File: src/rtl/chnl_arbiter.sv
// Three-channel arbiter feeding a packet formatter: priority selection with
// round-robin tie-break, per-grant pkglen latch and a saturating grant counter.
module chnl_arbiter #(
  parameter int DW = 32
) (
  input  logic          clk_i,
  input  logic          rst_i,
  input  logic          slv0_req_i,
  input  logic          slv0_val_i,
  input  logic [DW-1:0] slv0_data_i,
  input  logic [1:0]    slv0_prio_i,
  input  logic [2:0]    slv0_pkglen_i,
  input  logic          slv1_req_i,
  input  logic          slv1_val_i,
  input  logic [DW-1:0] slv1_data_i,
  input  logic [1:0]    slv1_prio_i,
  input  logic [2:0]    slv1_pkglen_i,
  input  logic          slv2_req_i,
  input  logic          slv2_val_i,
  input  logic [DW-1:0] slv2_data_i,
  input  logic [1:0]    slv2_prio_i,
  input  logic [2:0]    slv2_pkglen_i,
  output logic          a2s0_ack_o,
  output logic          a2s1_ack_o,
  output logic          a2s2_ack_o,
  input  logic          f2a_ack_i,
  input  logic          f2a_id_req_i,
  output logic [1:0]    a2f_id_o,
  output logic          a2f_val_o,
  output logic [DW-1:0] a2f_data_o,
  output logic [2:0]    a2f_pkglen_sel_o,
  output logic [15:0]   grant_cnt_o
);

  typedef enum logic [1:0] {IDLE, ARB, BUSY, REL} state_e;

  state_e               state_q, state_d;
  logic [1:0]           grant_q, grant_d;
  logic [1:0]           last_q, last_d;
  logic [2:0]           pk_q, pk_d;
  logic [15:0]          cnt_q, cnt_d;

  logic [2:0]           req, val, ack;
  logic [2:0][DW-1:0]   data;
  logic [2:0][1:0]      prio;
  logic [2:0][2:0]      pkglen;
  logic [1:0]           min_prio;
  logic                 win_vld;
  logic [1:0]           win_id;
  logic                 busy;

  assign req    = {slv2_req_i, slv1_req_i, slv0_req_i};
  assign val    = {slv2_val_i, slv1_val_i, slv0_val_i};
  assign data   = {slv2_data_i, slv1_data_i, slv0_data_i};
  assign prio   = {slv2_prio_i, slv1_prio_i, slv0_prio_i};
  assign pkglen = {slv2_pkglen_i, slv1_pkglen_i, slv0_pkglen_i};

  // Lowest prio value wins; scan starts at the channel after the last grant.
  always_comb begin
    min_prio = 2'd3;
    win_vld  = 1'b0;
    win_id   = 2'd0;
    for (int i = 0; i < 3; i++)
      if (req[i] && prio[i] < min_prio) min_prio = prio[i];
    for (int k = 1; k <= 3; k++) begin
      int c;
      c = (int'(last_q) + k) % 3;
      if (!win_vld && req[c] && prio[c] == min_prio) begin
        win_vld = 1'b1;
        win_id  = 2'(c);
      end
    end
  end

  always_ff @(posedge clk_i) begin
    if (rst_i) begin
      state_q <= IDLE;
      grant_q <= 2'b11;
      last_q  <= 2'd2;
      pk_q    <= 3'd3;
      cnt_q   <= '0;
    end else begin
      state_q <= state_d;
      grant_q <= grant_d;
      last_q  <= last_d;
      pk_q    <= pk_d;
      cnt_q   <= cnt_d;
    end
  end

  always_comb begin
    state_d = state_q;
    grant_d = grant_q;
    last_d  = last_q;
    pk_d    = pk_q;
    cnt_d   = cnt_q;
    case (state_q)
      IDLE: if (|req) state_d = ARB;
      ARB: begin
        if (win_vld) begin
          state_d = BUSY;
          grant_d = win_id;
          last_d  = win_id;
          pk_d    = pkglen[win_id];
          if (cnt_q != 16'hFFFF) cnt_d = cnt_q + 16'd1;
        end else begin
          state_d = IDLE;
        end
      end
      BUSY: if (f2a_id_req_i) state_d = REL;
      REL: begin
        state_d = IDLE;
        grant_d = 2'b11;
      end
      default: state_d = IDLE;
    endcase
  end

  // Reset masks the outputs immediately, not only after the next edge.
  always_comb begin
    busy             = (state_q == BUSY) && !rst_i;
    a2f_id_o         = 2'b11;
    a2f_val_o        = 1'b0;
    a2f_data_o       = '0;
    ack              = '0;
    a2f_pkglen_sel_o = rst_i ? 3'd3 : pk_q;
    if (busy && grant_q != 2'b11) begin
      a2f_id_o     = grant_q;
      a2f_val_o    = val[grant_q];
      a2f_data_o   = data[grant_q];
      ack[grant_q] = f2a_ack_i;
    end
  end

  assign a2s0_ack_o  = ack[0];
  assign a2s1_ack_o  = ack[1];
  assign a2s2_ack_o  = ack[2];
  assign grant_cnt_o = cnt_q;

endmodule

File: config.mk
export PLATFORM = sky130hd
export DESIGN_NAME = chnl_arbiter
export DESIGN_NICKNAME = d
export VERILOG_FILES = /design/src/rtl/chnl_arbiter.sv
export SDC_FILE = /design/constraint.sdc
export NUM_CORES = 1
export LEC_CHECK = 0
export BUFFER_PORTS_ARGS = -buffer_cell sky130_fd_sc_hd__buf_2
export CORE_MARGIN = 10
export CORE_UTILIZATION = 47
export DETAILED_ROUTE_END_ITERATION = 10
export GPL_ROUTABILITY_DRIVEN = 1
export PLACE_DENSITY = 0.95
export SYNTH_ARGS = -nofsm -noshare
export SYNTH_HDL_FRONTEND = slang
export SYNTH_SLANG_ARGS = --single-unit
File: constraint.sdc
create_clock -name clk_i -period 9.4 [get_ports clk_i]
set_clock_uncertainty 0.15 [all_clocks]
set_input_delay 1.88 -clock clk_i [delete_from_list [all_inputs] [get_ports clk_i]]
set_output_delay 1.88 -clock clk_i [all_outputs]
set_load 0.03 [all_outputs]
## After elaboration in Yosys (flattened, before gate mapping)

Index checks and enable logic that the tools add are counted.

- Register bits after elaboration: 25

- Multiplexer cells: 46
- Add/subtract/negate cells: 4
- Bitwise gates (word level): 1
- Magnitude comparators: 9
- Div/mod/pow operators: 3
- Equality and inequality tests: 11
- Reduce and logical (&&, ||, !) cells: 21

Operators by type and width:

| kind | count |
|---|---|
| 32-bit by 4-bit less-than comparator with 1-bit output (second input constant) | 3 |
| 32-bit by 3-bit modulo with 32-bit output (second input constant) | 3 |
| 32-bit binary-select mux with 2-bit select | 1 |
| 32-bit two-way mux | 2 |
| 2-bit two-way mux | 17 |
| 16-bit by 1-bit adder with 16-bit output (second input constant) | 1 |
| 16-bit inequality test (second input constant) | 1 |
| 2-bit binary-select mux with 2-bit select | 3 |
| 1-bit two-way mux | 12 |
| 1-bit logical AND | 11 |
| 3-bit two-way mux | 3 |
| 1-bit binary-select mux with 2-bit select | 4 |
| 2-bit inequality test (second input constant) | 4 |
| 2-bit case mux with 4 select lines | 1 |
| 2-bit by 2-bit adder with 3-bit output (second input constant) | 2 |
| 3-bit binary-select mux with 2-bit select | 1 |
| 2-bit == test | 3 |
| 2-bit by 3-bit less-than comparator with 1-bit output (second input constant) | 2 |
| 2-bit AND reduction | 3 |
| 2-bit == test (second input constant) | 2 |
| 2-bit less-than comparator | 2 |
| 2-bit case mux with 2 select lines | 1 |
| 2-bit by 1-bit adder with 3-bit output (second input constant) | 1 |
| 3-bit bitwise AND | 1 |
| 9 further kinds | 11 |

## Longest topological paths before layout

- Depth in word-level cells: 22
- Gate-level depth with buffers: 18
- Gate-level depth less buffers: 17

## Least setup slack after synthesis

Ideal clock, no wire load.

- Path type: input to output
- Start point: input rst_i
- End point: output a2s0_ack_o
- Path slack: 3974 ps
- Data required time: 7370 ps
- Arrival time: 3396 ps
- Cell stages on the path: 4
- Path buffers: 0
- Cell sequence: a211oi_1 -> nand2_1 -> or2_2 -> nor3b_1

- Longest elaborated chain between the ends: 4

RTL lines:

| what | RTL line | RTL |
|---|---|---|
| start: declaration | 7 | `input logic rst_i,` |
| 1-bit logical NOT | 121 | `busy = (state_q == BUSY) && !rst_i;` |
| 1-bit logical AND | 121 |  |
| 1-bit logical AND | 127 | `if (busy && grant_q != 2'b11) begin` |
| 3-bit two-way mux | 127 |  |
| end: declaration | 23 | `output logic a2s0_ack_o,` |

Every way passes these cells.

## Final worst setup path

- Start point: input slv0_prio_i[1]
- End point: register cnt_q[15], in the netlist grant_cnt_o[15]

- Longest elaborated chain between the ends: 21

RTL lines:

| what | RTL line | RTL |
|---|---|---|
| start: declaration | 11 | `input logic [1:0] slv0_prio_i,` |
| 2-bit less-than comparator | 64 | `if (req[i] && prio[i] < min_prio) min_prio = prio[i];` |
| 1-bit logical AND | 64 |  |
| 2-bit two-way mux | 64 |  |
| 2-bit less-than comparator | 64 |  |
| 1-bit logical AND | 64 |  |
| 2-bit two-way mux | 64 |  |
| 2-bit less-than comparator | 64 |  |
| 1-bit logical AND | 64 |  |
| [... 3 more ...] | - |  |
| 1-bit two-way mux | 68 | `if (!win_vld && req[c] && prio[c] == min_prio) begin` |
| 1-bit logical NOT | 68 |  |
| 1-bit logical AND (2 in series) | 68 |  |
| 1-bit two-way mux | 68 |  |
| 1-bit logical NOT | 68 |  |
| 1-bit logical AND (2 in series) | 68 |  |
| 1-bit two-way mux * | 68 |  |
| 3-bit AND reduction (no source line) * | - |  |
| end signal: assignment | 87 | `cnt_q <= cnt_d;` |
| end: declaration | 41 | `logic [15:0] cnt_q, cnt_d;` |

Every way passes the cells marked *; elsewhere a longest branch is shown, timed or not. The select of a mux whose other input is x is not followed.
A chain may end at the register's enable or synchronous reset.

==> parameters.txt <==
Parameter                              Value

Critical path
  Reg2Reg Capture Point ... pk_q[2]
  Crit path max fanout ... 13
  Critical Path Source Type ... primary input
  CP arrival ... 5.71 ns
  Type of the setup path with the least slack ... primary input to flop
  Worst flop-to-flop path startpoint ... last_q[0]
  Flop-to-flop setup slack ... 6.02 ns
  Crit path required time ... 9.41 ns
  Critical path capture point type ... flop
  Number of cells on the worst reg-to-reg path ... 11

CTS
  H-Tree Level Count ... 1
  Insertion delay to the later sink of the worst-skew pair ... 0.27 ns
  CTS tree ... yes
  TritonCTS Buffers ... 3
  Max Buffers Root-to-Sink ... 2
  Clk pin slew, worst setup/hold paths ... 0.08 ns
  Number of hold buffers added after cts ... 0
  Total setup buffers inserted after CTS ... 0
  Clock Tree Root ... sky130_fd_sc_hd__clkbuf_8
  Number of sinks on the clock net ... 25
  CTS resizes ... 0

Power
  Share of total power in sequential cells ... about a third
  Proportion of total power due to net switching ... 39.34%
  Leakage ... 0.001911 µW
  Pwr Density ... a little over 100 mW/mm²
  Switching power ... 150.8 µW
  Cell-internal power ... between 200 and 250 µW
  Max VDD drop ... 0.0001004 V
  Power, Total ... 383.2 µW
  Clock group share of total power ... 16.4%
  Combinational cell fraction of total power ... around half

Synth
  Net Count, Synth ... 520
  Post-synthesis register bit count ... 25
  Biggest area consumer among synthesized cells ... sky130_fd_sc_hd__dfxtp_1
  Cell types with the largest area share after synthesis ... sky130_fd_sc_hd__dfxtp_1, sky130_fd_sc_hd__mux2i_1, sky130_fd_sc_hd__nor2_1
  Share of synthesized flip-flops with an asynchronous set or reset ... 0%
  Synthesized area per cell ... 7.012 µm²
  Sequential area share after synthesis ... 18.12%
  Share of the synthesized area in the top cell type ... 18.12%
  Warning count from the yosys run ... 0
  Summed instance area of the synthesized netlist ... roughly 0.0028 mm²
  Number of distinct library cells after synthesis ... 58
  Number of instances in the synthesized netlist ... 394
  Prevailing post-synth register cell ... sky130_fd_sc_hd__dfxtp_1
  Number of enable flip-flop cells after synthesis ... 0

Cells and area
  Sequential cell area ... 501.7 µm²
  Final Instance Area ... 0.003712 mm²
  Filler cells ... 506
  Most common library cell in the layout ignoring fill and taps ... sky130_fd_sc_hd__buf_2
  Area delta synth->final ... 34.37%
  Leading cell types in the layout, fill and taps excluded ... sky130_fd_sc_hd__buf_2, sky130_fd_sc_hd__nor2_1, sky130_fd_sc_hd__a21oi_1
  Number of diodes added for antenna fixing ... 0
  Area of the multi-input gates ... 0.002118 mm²
  Utilization after layout ... 66.20%
  Net total in the final layout ... 682
  Share of layout cells above drive strength 1 ... a little under two fifths

Route
  Overall routed net length ... 10,640 µm
  Iteration count of the initial detailed-routing pass ... 4
  Violation count after the first detailed-route iteration ... 147
  Average routed wire per standard cell ... between 15 and 20 µm
  # DRC ... 0
  ANT nets after route ... 0
  Vias per Instance ... 5.552
  Vias ... 3,481

Timing
  Number of max-slew violations in the final report ... 0
  Setup repair after global routing missed its margin ... no
  Final Worst Setup Slack ... 3.701 ns
  Final setup TNS ... 0 ns
  Slew of the pin with the lowest slew margin ... 1.232 ns
  Normalized max-slew margin ... around 18%
  Final critical-path share of the clock period ... 60.63%
  Number of hold-slack violations in the final timing report ... 0
  Final min period ... 5.699 ns
  Final Setup Violations ... 0
  Max frequency ... between 150 and 200 MHz

Global route
  Via count of the first global-routing pass ... 3,440
  Number of antenna violations at the first check in global routing ... 0
  Remaining global-route overflow ... 0
  Largest net degree at the start of global routing ... 39
  GRT Resource Usage Total ... 20.23%
  First-pass GRT wire length ... ~17,000 µm

Place
  Placed standard-cell area ... 0.003667 mm²
  Pre-CTS setup slack ... approximately 3.5 ns
  Detailed placement HPWL ... 9017 µm
  Placer congestion estimate ... 0.9908
  Buffers on Ports ... 177

Run status
  Result of the run ... complete, no violations

Floorplanning
  Placement row count ... 27
  Die width ... 96.67 µm
  Floorplan die height ... 96.67 µm
  Top Ports ... 178
  Full die area ... 0.009344 mm²
  Effective utilization at floorplan ... 49.26%
  Core box area ... 0.005608 mm²

Min path
  Cell count of the worst hold path ... 2
  Hold path endpoint ... last_q[0]
  Hold Crit Start ... last_q[0]
  Worst min path class ... flop to flop

Run
  Maximum capacitance violations ... 0
-- worst max path at each step --
stage	from	to	slack, ns	cells past startpoint
after floorplan	rst_i	a2s0_ack_o	3.97	4
after global placement	slv0_prio_i[1]	grant_cnt_o[15]	3.65	18
after detailed placement	slv0_prio_i[1]	grant_cnt_o[15]	3.51	18
after CTS	slv0_prio_i[1]	grant_cnt_o[15]	3.78	18
after global routing	slv0_prio_i[1]	grant_cnt_o[15]	3.42	18
final	slv0_prio_i[1]	grant_cnt_o[15]	3.70	18
-- state kept, by name (all words and copies together), names as in the netlist, named ones only --
register	count
pk_q	3
grant_q	2
state_q	1
grant_cnt_o	16
last_q	2
-- worst max-delay path, cell delays in order --
cell                       delay [ns]
sky130_fd_sc_hd__buf_2           0.11
sky130_fd_sc_hd__nand2b_1        0.13
sky130_fd_sc_hd__inv_1           0.05
sky130_fd_sc_hd__ha_1            0.21
sky130_fd_sc_hd__or2b_1          0.25
sky130_fd_sc_hd__a21oi_1         0.12
sky130_fd_sc_hd__o32a_1          0.27
sky130_fd_sc_hd__inv_1           0.11
sky130_fd_sc_hd__ha_1            0.29
sky130_fd_sc_hd__nor3b_1         0.44
sky130_fd_sc_hd__a211o_1         0.25
sky130_fd_sc_hd__nand3_1         0.11
sky130_fd_sc_hd__a221oi_2        0.42
sky130_fd_sc_hd__nand3b_4        0.17
sky130_fd_sc_hd__o211ai_4        0.17
sky130_fd_sc_hd__nand3_4         0.19
sky130_fd_sc_hd__nor3_1          0.19
sky130_fd_sc_hd__mux2_2          0.35
-- layer usage --
layer | wire (µm) | track usage, % | vias up
met2 | 5718 | 39.67 | 137
met1 | 4056 | 20.65 | 1605
met5 | 0 | 0 | -
li1 | - | - | 1721
met4 | 195 | 5.186 | 0
met3 | 669 | 4.613 | 18
-- cell usage after synthesis (3+ instances only) --
cell type,count
sky130_fd_sc_hd__a211o_1,3
sky130_fd_sc_hd__a21o_1,3
sky130_fd_sc_hd__a21oi_1,49
sky130_fd_sc_hd__and3_1,3
sky130_fd_sc_hd__buf_1,6
sky130_fd_sc_hd__clkbuf_1,15
sky130_fd_sc_hd__dfxtp_1,25
sky130_fd_sc_hd__ha_1,5
sky130_fd_sc_hd__inv_1,15
sky130_fd_sc_hd__mux2i_1,42
sky130_fd_sc_hd__nand2_1,16
sky130_fd_sc_hd__nand2b_1,5
sky130_fd_sc_hd__nand3_1,8
sky130_fd_sc_hd__nand4_1,5
sky130_fd_sc_hd__nor2_1,86
sky130_fd_sc_hd__nor2b_1,7
sky130_fd_sc_hd__nor3_1,6
sky130_fd_sc_hd__nor3b_1,4
sky130_fd_sc_hd__nor4_1,3
sky130_fd_sc_hd__o211ai_1,4
sky130_fd_sc_hd__o21ai_0,13
sky130_fd_sc_hd__o21ai_1,3
sky130_fd_sc_hd__o221a_2,3
sky130_fd_sc_hd__o2bb2ai_1,5
sky130_fd_sc_hd__or2_2,6
sky130_fd_sc_hd__or3_1,8
sky130_fd_sc_hd__xnor2_1,10
-- layout make-up --
cell class              instances  share of cell area [%]
clock buffers                   4                   1.213
inverters                      15                   1.517
multi-input cells             332                   57.06
flip-flops and latches         25                   13.52
well taps                      72                   2.427
repair buffers                179                   24.27
-- power by group through the flow --
| stage | Combinational, µW | Clock (µW) | Sequential (µW) |
|---|---|---|---|
| floorplan | 147 | 0 | 120 |
| global placement | 180 | 0 | 133 |
| detailed placement | 187 | 0 | 134 |
| CTS | 188 | 64.9 | 132 |
| global route | 209 | 67.6 | 134 |
| finish | 189 | 62.7 | 132 |
-- through the flow --
step | hold WS [ns] | cells
global route | 0.3833 | 627
finish | 0.3574 | 627
detailed placement | 0.3360 | 623
floorplan | 0.2870 | 394
CTS | 0.3483 | 627
global placement | 0.3162 | 623
-- cells by family (layout without fill, tap and decap cells) --
family / count (synthesis) / after routing / share of synthesized area [%]
multiplexers: 44 / 44 / 16.12
AO/OA/AOI/OAI: 99 / 99 / 22.96
XOR/XNOR: 11 / 11 / 3.487
AND/OR/NAND/NOR: 173 / 173 / 31.75
flip-flops: 25 / 25 / 18.12
adder cells (fa/ha/maj): 5 / 5 / 2.264
buffers and inverters: 37 / 198 / 5.299
No activity file was read; power rests on OpenSTA's default activity.
